`src/rtl/stream_mux.sv`:
```
// -----------------------------------------------------------------------------
// stream_mux
// N_CH-input valid/ready stream multiplexer with a registered output stage.
// Two arbitration modes:
//   mode = 0 : fixed select, channel s is granted when it is valid.
//   mode = 1 : round-robin, search starts at ptr and wraps modulo N_CH.
// The output register accepts a new word whenever it is empty or being
// drained (load = !y_valid || y_ready), which gives one word per cycle.
//
// Ports
//   clk      : rising-edge clock
//   rst      : asynchronous active-high reset
//   mode     : 0 = fixed select, 1 = round-robin
//   s        : channel select used in fixed mode
//   i_data   : N_CH*DW packed input data, channel k at [k*DW +: DW]
//   i_valid  : per-channel valid
//   i_ready  : per-channel ready (combinational, one-hot or zero)
//   y_data   : registered output data
//   y_valid  : registered output valid
//   y_ready  : downstream ready
//   y_ch     : registered source channel of y_data
// -----------------------------------------------------------------------------
module stream_mux #(
   parameter int N_CH = 8,
   parameter int DW   = 8,
   parameter int SW   = 3
) (
   input  logic                 clk,
   input  logic                 rst,
   input  logic                 mode,
   input  logic [SW-1:0]        s,
   input  logic [N_CH*DW-1:0]   i_data,
   input  logic [N_CH-1:0]      i_valid,
   output logic [N_CH-1:0]      i_ready,
   output logic [DW-1:0]        y_data,
   output logic                 y_valid,
   input  logic                 y_ready,
   output logic [SW-1:0]        y_ch
);

   logic [SW-1:0]   ptr;
   logic            load_p0;
   logic            gnt_vld_p0;
   logic [SW-1:0]   gnt_p0;
   logic [DW-1:0]   sel_data_p0;
   logic [N_CH-1:0] rot_p0;
   int              sum_p0;

   // ---- stage p0: arbitration (combinational) ----
   always_comb begin
      load_p0    = !y_valid || y_ready;
      gnt_vld_p0 = 1'b0;
      gnt_p0     = '0;
      sum_p0     = 0;
      // Rotate valids so that bit 0 is the channel at ptr; the lowest set
      // bit of the rotated vector is then the first hit in search order.
      rot_p0     = N_CH'({i_valid, i_valid} >> ptr);
      if (mode) begin
         for (int j = N_CH - 1; j >= 0; j--) begin
            if (rot_p0[j]) begin
               gnt_vld_p0 = 1'b1;
               sum_p0     = int'(ptr) + j;
            end
         end
         if (sum_p0 >= N_CH) sum_p0 = sum_p0 - N_CH;
         gnt_p0 = SW'(sum_p0);
      end else begin
         // Out-of-range s never matches any k, so it yields no grant.
         for (int k = 0; k < N_CH; k++) begin
            if (int'(s) == k && i_valid[k]) begin
               gnt_vld_p0 = 1'b1;
               gnt_p0     = s;
            end
         end
      end
   end

   always_comb begin
      sel_data_p0 = '0;
      for (int k = 0; k < N_CH; k++) begin
         if (int'(gnt_p0) == k) sel_data_p0 = i_data[k*DW +: DW];
      end
   end

   // Ready is gated by rst so nothing appears accepted while in reset.
   always_comb begin
      i_ready = '0;
      for (int k = 0; k < N_CH; k++) begin
         i_ready[k] = load_p0 && gnt_vld_p0 && !rst && (int'(gnt_p0) == k);
      end
   end

   // ---- stage p1: output register and round-robin pointer ----
   always_ff @(posedge clk or posedge rst) begin
      if (rst) begin
         y_valid <= 1'b0;
         y_data  <= '0;
         y_ch    <= '0;
         ptr     <= '0;
      end else if (load_p0) begin
         if (gnt_vld_p0) begin
            y_valid <= 1'b1;
            y_data  <= sel_data_p0;
            y_ch    <= gnt_p0;
            if (mode) begin
               ptr <= (int'(gnt_p0) == N_CH - 1) ? '0 : gnt_p0 + SW'(1);
            end
         end else begin
            y_valid <= 1'b0;
         end
      end
   end

endmodule

```
`config.mk`:
```
export PLATFORM = sky130hd
export DESIGN_NAME = stream_mux
export DESIGN_NICKNAME = d
export VERILOG_FILES = /design/src/rtl/stream_mux.sv
export SDC_FILE = /design/constraint.sdc
export NUM_CORES = 1
export LEC_CHECK = 0
export BUFFER_PORTS_ARGS = -buffer_cell sky130_fd_sc_hd__clkbuf_2
export CORE_MARGIN = 3
export CORE_UTILIZATION = 35
export DETAILED_ROUTE_END_ITERATION = 10
export GPL_TIMING_DRIVEN = 0
export PLACE_DENSITY = 0.61
export SETUP_SLACK_MARGIN = 0.02
export SYNTH_ARGS = -nofsm -noshare
export SYNTH_HDL_FRONTEND = slang
export SYNTH_SLANG_ARGS = --single-unit
export TNS_END_PERCENT = 1
```
`constraint.sdc`:
```
create_clock -name clk -period 7.07 [get_ports clk]
set_clock_uncertainty 0.15 [all_clocks]
set_input_delay 0.707 -clock clk [delete_from_list [all_inputs] [get_ports clk]]
set_output_delay 0.707 -clock clk [all_outputs]
set_load 0.02 [all_outputs]
```
==> reports/results.ini, run 1 <==
[global_route]
top_usage_layer=met2
grtUsageTotal=0.207
grt_remaining_overflow=0
use_met1=0.282
grt_use_met2=0.355
grt_pass1_wl_microns=13200
antenna_found_initial=0
grt_max_degree=17
grt_pass1_vias=2747
met3_usage=0.0138

[finish]
nets=475
multi_input_area_sq_mm=0.00185
mostFrequentLayoutCells=98 x clkbuf_2, 29 x nor2_1, 20 x mux2i_1, 20 x a21oi_1, 17 x a22oi_1
ff_latch_area_sq_um=375
area_delta_synth_final_pct=26.2
antenna_cells=0
fillCellCount=687
layout-drive-gt1-share=0.353
final_common_cell=clkbuf_2

[power]
max-vdd-ir-drop_v=0.000263
power.leakage_nw=1.49
powerDensity_mw_per_mm2=467

[drt]
ant_nets=0
drtPass1Iterations=4
drc=0
wl_per_cell_microns=17.1
drt_iter0_drc=139
drt_wl_total_microns=7960
vias_per_cell=5.85
vias=2718

[timing]
min_period_ns=5.29
whs_ns=0.340
tightest_slew_ns=0.952
rsz0062_at_grt=no
tns_ns=0
slew_headroom=0.361
clock.fmax_mhz=189
finalHoldViolCount=0
setup_viol=0
maxSlewViolCount=0
period_share=0.749

[synthesis]
netlist.area_leader.share=0.156
ys_ff_latch=15
postSynthCellCount=286
yosysSeqAreaShare=0.156
ys_warn_count=0
netlist-cell-type-count=52
syn-num-nets=372
synth_area_sq_mm=0.00241
yosys-top-cells-area=dfrtp_1 16%, mux4_2 9.3%, mux2i_1 8.3%, a22oi_1 5.3%, mux2_2 4.7%
yosysTopAreaCell=dfrtp_1
postSynthAreaPerCell_sq_um=8.44

[placement]
port_buffers=98
dp_hpwl_microns=6510
globalplace.congestion=0.861

[worst_setup_path]
cp.arrival_ns=4.44
path_class=in -> out
end_kind=primary output
crit_required_ns=6.21
start_kind=input pin
cp_max_fo=10

[die]
die_area_sq_mm=0.00793
die_w_microns=89.0
die_h_microns=89.0
initial_utilization=0.370
top_level_ports=99
fp.coreArea_sq_mm=0.00653
row_count=29

[clock_tree]
cts_setup_buffers=0
ctsResizeCount=0
cts_root_buffer=clkbuf_8
cts_tree=built
cts_hold_buf=0
clk_latency_ns=0.25
htree_levels=1
cts-buffers-inserted=3
clock-sinks=15
cts.clk_slew.worst_paths_ns=0.07
clock_path_buffers=2

[flow_run]
max_cap_violations=0

[min_path]
worstHoldPathType=reg -> reg

[run_status]
outcome=finished clean

==> worst max-delay path: stages <==
cell	delay [ns]
clkbuf_2	0.09
clkbuf_1	0.22
mux4_1	0.58
or4b_1	0.56
o221ai_1	0.19
nor2_1	0.06
a21oi_1	0.12
nor4_1	0.06
a21oi_1	0.36
ha_1	0.27
ha_1	0.15
buf_1	0.30
clkbuf_1	0.38
and3_1	0.23
clkbuf_2	0.17
==> worst paths after layout <==
kind                       startpoint    endpoint  slack, ns  cells past startpoint
min reg2reg                   y_ch[2]     y_ch[2]       0.34                      1
max in group asynchronous         rst     y_ch[1]       5.99                      2
max                        i_valid[4]  i_ready[3]       1.78                     15
min in group asynchronous         rst     y_valid       0.37                      2
max reg2reg                    ptr[0]   y_data[6]       2.46                     18
min                           y_ch[2]     y_ch[2]       0.34                      1
==> cell families after synthesis <==
logic type                 Yosys count  share of synthesized area
xor gates and xnor gates             2                    0.00726
and+or+nand+nor                     71                      0.145
buffers and inverters               41                     0.0798
muxes                               46                      0.276
AOI/OAI and AO/OA                  104                      0.301
DFF                                 15                      0.156
adders and majority gates            7                     0.0363
==> flip-flops by register name, summed over array words and instances (netlist names) <==
signal / cells
ptr: 3
y_ch: 3
y_valid: 1
y_data: 8
==> routing by layer <==
metal	wire length, microns	up-vias
li1	-	1328
met1	3380	1275
met2	3980	104
met3	451	11
met4	149	0
met5	0	-
==> power breakdown <==
group | switching (mW) | internal [mW] | total (mW)
Combinational | 0.711 | 0.484 | 1.19
Sequential | 0.0288 | 0.128 | 0.157
Clock | 0.0324 | 0.0391 | 0.0715
==> Yosys cell counts (all sizes together) <==
library cell	count
clkbuf	17
a221oi	1
inv	12
o31ai	1
buf	12
a211oi	2
or4b	1
or2	1
o211ai	12
xnor2	2
o21ai	9
a41o	1
a2111oi	1
mux2i	20
nand2b	1
a211o	8
nand3	3
a31oi	14
dfrtp	15
nor3b	1
and3	8
nor2b	5
a21oi	20
a21boi	1
o221ai	1
o21bai	1
mux2	12
mux4	14
o311a	1
o22ai	1
or4	1
ha	7
nor4	2
o32ai	8
or3	2
o21a	1
nand2	13
o2111ai	2
nor3	4
nor2	29
a21o	2
a22oi	17
==> layout make-up <==
type	instances	area share
tap	77	0.0316
multi-input combinational	230	0.606
timing repair buffer	98	0.161
inverter	12	0.0148
buffer	29	0.0485
clock buffer	3	0.0136
clock inverter	1	0.00164
sequential	15	0.123
==> through the flow <==
stage	area, sq um	util	total power, mW	cells	setup WS (ns)
after global routing	3050	0.466	1.57	465	1.46
after floorplan	2410	-	1.05	286	2.52
after CTS	3050	0.466	1.42	465	1.79
final	3050	0.466	1.42	465	1.78
after global placement	3000	0.459	1.33	461	1.82
after detailed placement	3000	0.459	1.34	461	1.78
(Power assumes the default switching activity.)
==> run 2, diff against run 1 <==
clock period = 4.9 ns   (was 7.07 ns; I/O delays follow)
==> run 2 against run 1 <==
Net effect: cell count shrank 0.22%; sequential power up 44%; critical endpoint is now i_ready[5]; final area is 0.66% higher; global-route usage hardly changed; non-clock buffer count decreased by 1; largest cell class unchanged; register-to-register slack worse by 2.0 ns; combinational power grew 47%; flip-flop and latch count unchanged; via count up 0.55%.
==> reports/results.ini, run 2 (synthesis results as in run 1) <==
[clock_tree]
cts-buffers-inserted=3
clk_latency_ns=0.25
htree_levels=1
cts_tree=built
clock_path_buffers=2
clock-sinks=15
cts.clk_slew.worst_paths_ns=0.06
cts_hold_buf=0
cts_setup_buffers=0
cts_root_buffer=clkbuf_8

[timing]
min_period_ns=4.55
maxSlewViolCount=0
tns_ns=0
period_share=0.929
setup_viol=0
clock.fmax_mhz=220
rsz0062_at_grt=no
tightest_slew_ns=0.961
slew_headroom=0.354
finalHoldViolCount=0

[placement]
port_buffers=98
dp_hpwl_microns=6510
placed_area_sq_mm=0.00300
globalplace.congestion=0.861
dpl.cell_count=461

[die]
row_count=29
die_h_microns=89.0
die_w_microns=89.0
initial_utilization=0.370
top_level_ports=99
fp.coreArea_sq_mm=0.00653
die_area_sq_mm=0.00793

[finish]
final_common_cell=clkbuf_2
final_cells=464
nets=474
layout-drive-gt1-share=0.370
area_delta_synth_final_pct=27.1
top_register=y_data
largest_reg_flops=8
utilization=0.470
top_regs=y_data: 8 flops, ptr: 3 flops, y_ch: 3 flops
design_area_sq_mm=0.00307
mostFrequentLayoutCells=99 x clkbuf_2, 29 x nor2_1, 19 x mux2i_1, 19 x a21oi_1, 17 x a22oi_1
antenna_cells=0

[worst_setup_path]
end_kind=primary output
cp.arrival_ns=3.91
cp_max_fo=10
crit_required_ns=4.26
start_kind=flip-flop
path_class=reg -> out

[drt]
drc=0
vias=2733
drt_iter0_drc=148
wl_per_cell_microns=17.2
drtPass1Iterations=4
drt_wl_total_microns=7980
ant_nets=0
vias_per_cell=5.89

[power]
powerDensity_mw_per_mm2=678
power.leakage_nw=1.49
power.total_mw=2.08
max-vdd-ir-drop_v=0.000381

[min_path]
worstHoldPathType=in -> async

[run_status]
outcome=finished clean

[global_route]
grt_pass1_vias=2754
grt_pass1_wl_microns=13200
grtUsageTotal=0.207
antenna_found_initial=0
grt_max_degree=17
grt_remaining_overflow=0

[flow_run]
max_cap_violations=0

==> run 2: stage by stage <==
step / setup WS (ns) / hold WS, ns
6_report: 0.347 / 0.155
5_1_grt: 0.0310 / 0.211
4_1_cts: 0.0934 / 0.178
3_5_place_dp: 0.0487 / 0.326
3_3_place_gp: 0.0800 / 0.321
2_1_floorplan: 0.779 / 0.247
==> run 2: timing repair <==
item,in CTS,in global routing
setup endpoints to repair,1,11
pin swaps,0,1
resized for setup,2,10
==> run 2: area by class of cell <==
type,instances,area [sq um]
Tap cell,77,96.3
Buffer,28,151
Timing Repair Buffer,98,490
Fill cell,690,3460
Clock inverter,1,5.00
Multi-Input combinational cell,230,1860
Inverter,12,45.0
Sequential cell,15,375
Clock buffer,3,41.3
==> run 2: power by group <==
part / total [mW] / switching (mW) / internal, mW
Combinational: 1.75 / 1.03 / 0.714
Sequential: 0.226 / 0.0416 / 0.185
Clock: 0.104 / 0.0472 / 0.0564
==> run 2: final timing paths <==
path / from / end / slack, ns / cells past startpoint
max: ptr[1] / i_ready[5] / 0.35 / 14
min reg2reg: y_ch[1] / y_ch[1] / 0.34 / 1
min in group clk: y_ch[1] / y_ch[1] / 0.34 / 1
max reg2reg: ptr[1] / y_data[6] / 0.43 / 19
max in group asynchronous: rst / y_ch[1] / 4.05 / 2
min: rst / y_valid / 0.16 / 2
==> run 2: critical path: stages, from the launching register on <==
cell,delay [ns]
dfrtp_1,0.40
buf_4,0.21
buf_4,0.21
mux2i_1,0.27
a221oi_1,0.11
a21boi_0,0.31
mux2_2,0.22
a31oi_1,0.08
o31ai_1,0.41
a21o_1,0.24
ha_1,0.19
clkbuf_1,0.36
clkbuf_2,0.29
and3_1,0.19
clkbuf_2,0.17
==> run 2: per-layer routing <==
metal	up-vias	track usage	wire length, microns
li1	1325	-	-
met1	1285	0.282	3370
met2	110	0.356	4000
met3	13	0.0138	442
met4	0	0.0582	159
met5	-	0	0
==> run 3, diff against run 2 <==
REMOVE_ABC_BUFFERS = 1   (was not set)
==> run 3 against run 2 <==
Net effect: via count is 5.5% lower; cell count is 6.0% lower; utilization is 1.8 points lower; sequential share of layout area is 0.75 points higher; critical path depth is 3 lower; combinational power is 9.7% lower; flip-flop and latch count stayed put; critical endpoint is now i_ready[3]; largest power group unchanged.
==> reports/results.ini, run 3 (synthesis results as in run 1) <==
[clock_tree]
cts_tree=built
clock-sinks=15
clk_latency_ns=0.25
cts-buffers-inserted=3
cts_root_buffer=clkbuf_8
cts_setup_buffers=0
cts_hold_buf=0
htree_levels=1
cts.clk_slew.worst_paths_ns=0.06
clock_path_buffers=2

[power]
power.leakage_nw=1.41
powerDensity_mw_per_mm2=679
max-vdd-ir-drop_v=0.000245

[global_route]
grt_pass1_wl_microns=11600
grtUsageTotal=0.180
grt_pass1_vias=2279
antenna_found_initial=0
grt_remaining_overflow=0
grt_max_degree=36

[worst_setup_path]
cp_max_fo=23
start_kind=flip-flop
cp.arrival_ns=4.02
end_kind=primary output
path_class=reg -> out
crit_required_ns=4.26

[die]
die_h_microns=89.0
row_count=29
die_area_sq_mm=0.00793
die_w_microns=89.0
initial_utilization=0.370
fp.coreArea_sq_mm=0.00653
top_level_ports=99

[finish]
multi_input_area_sq_mm=0.00189
final_cells=436
final_common_cell=clkbuf_2
mostFrequentLayoutCells=98 x clkbuf_2, 29 x nor2_1, 20 x mux2i_1
area_delta_synth_final_pct=22.1
top_register=y_data
largest_reg_flops=8
nets=446
antenna_cells=0
fillCellCount=664
layout-drive-gt1-share=0.379
ff_latch_area_sq_um=383
top_regs=y_data: 8 flops, ptr: 3 flops, y_ch: 3 flops

[min_path]
worstHoldPathType=in -> async

[timing]
setup_viol=0
setup_ws_ns=0.236
slew_headroom=0.323
rsz0062_at_grt=yes
clock.fmax_mhz=214
period_share=0.952
min_period_ns=4.66
tns_ns=0
maxSlewViolCount=0
finalHoldViolCount=0
tightest_slew_ns=1.01

[drt]
drt_iter0_drc=199
wl_per_cell_microns=17.2
ant_nets=0
vias_per_cell=5.92
drtPass1Iterations=4
vias=2582
drc=0
drt_wl_total_microns=7500

[placement]
dp_slack_ns=-0.830
globalplace.congestion=0.855
dp_hpwl_microns=5650
dpl.cell_count=432
port_buffers=98

[flow_run]
max_cap_violations=0

[run_status]
outcome=finished clean

-- run 3: path summary, 6_finish.rpt --
kind | from | end | slack [ns] | cells past startpoint
min in group clk | y_ch[1] | y_ch[1] | 0.34 | 1
worst max register to register | ptr[0] | y_data[2] | 0.46 | 15
worst min-delay path | rst | y_ch[0] | 0.13 | 2
max in group asynchronous | rst | ptr[1] | 4.05 | 2
worst min register to register | y_ch[1] | y_ch[1] | 0.34 | 1
worst max-delay path | ptr[0] | i_ready[3] | 0.24 | 11
-- run 3: repair_timing --
item,CTS,global route
gates resized for setup,10,4
setup endpoints to repair,15,13
pin swaps,0,0
cloned,0,0
-- run 3: final cells by class --
| type | instances | share of cell area |
|---|---|---|
| clock buffer | 4 | 0.0153 |
| timing repair buffer | 98 | 0.166 |
| sequential | 15 | 0.130 |
| multi-input combinational | 230 | 0.640 |
| tap | 77 | 0.0327 |
| inverter | 12 | 0.0153 |
-- run 3: through the flow --
| stage | hold slack [ns] | power, mW | util | cell area [sq um] |
|---|---|---|---|---|
| after floorplan | 0.247 | 1.43 | - | 2270 |
| after global placement | 0.316 | 1.83 | 0.437 | 2850 |
| after detailed placement | 0.328 | 1.84 | 0.438 | 2860 |
| after CTS | 0.156 | 1.97 | 0.448 | 2930 |
| after global routing | 0.195 | 2.21 | 0.451 | 2950 |
| final | 0.132 | 2.00 | 0.451 | 2950 |
-- run 3: report_power, final --
part	switching, mW	internal [mW]
Combinational	0.914	0.667
Sequential	0.133	0.189
Clock	0.0400	0.0575
Total	1.09	0.914
-- run 3: layer usage --
metal / track usage / vias up / wire [microns]
li1: - / 1268 / -
met5: 0 / - / 0
met3: 0.0184 / 6 / 374
met1: 0.278 / 1238 / 3500
met4: 0.0284 / 0 / 70
met2: 0.275 / 70 / 3560
-- run 3: critical path, stage by stage, from the launching register on --
cell and delay, ns:
dfrtp_4 0.61, mux4_1 0.74, or4_1 0.52, o221ai_1 0.20
nor2_1 0.06, a21oi_1 0.14, nor4_1 0.08, a21oi_2 0.29
ha_2 0.45, ha_4 0.32, and3_1 0.18, clkbuf_2 0.17
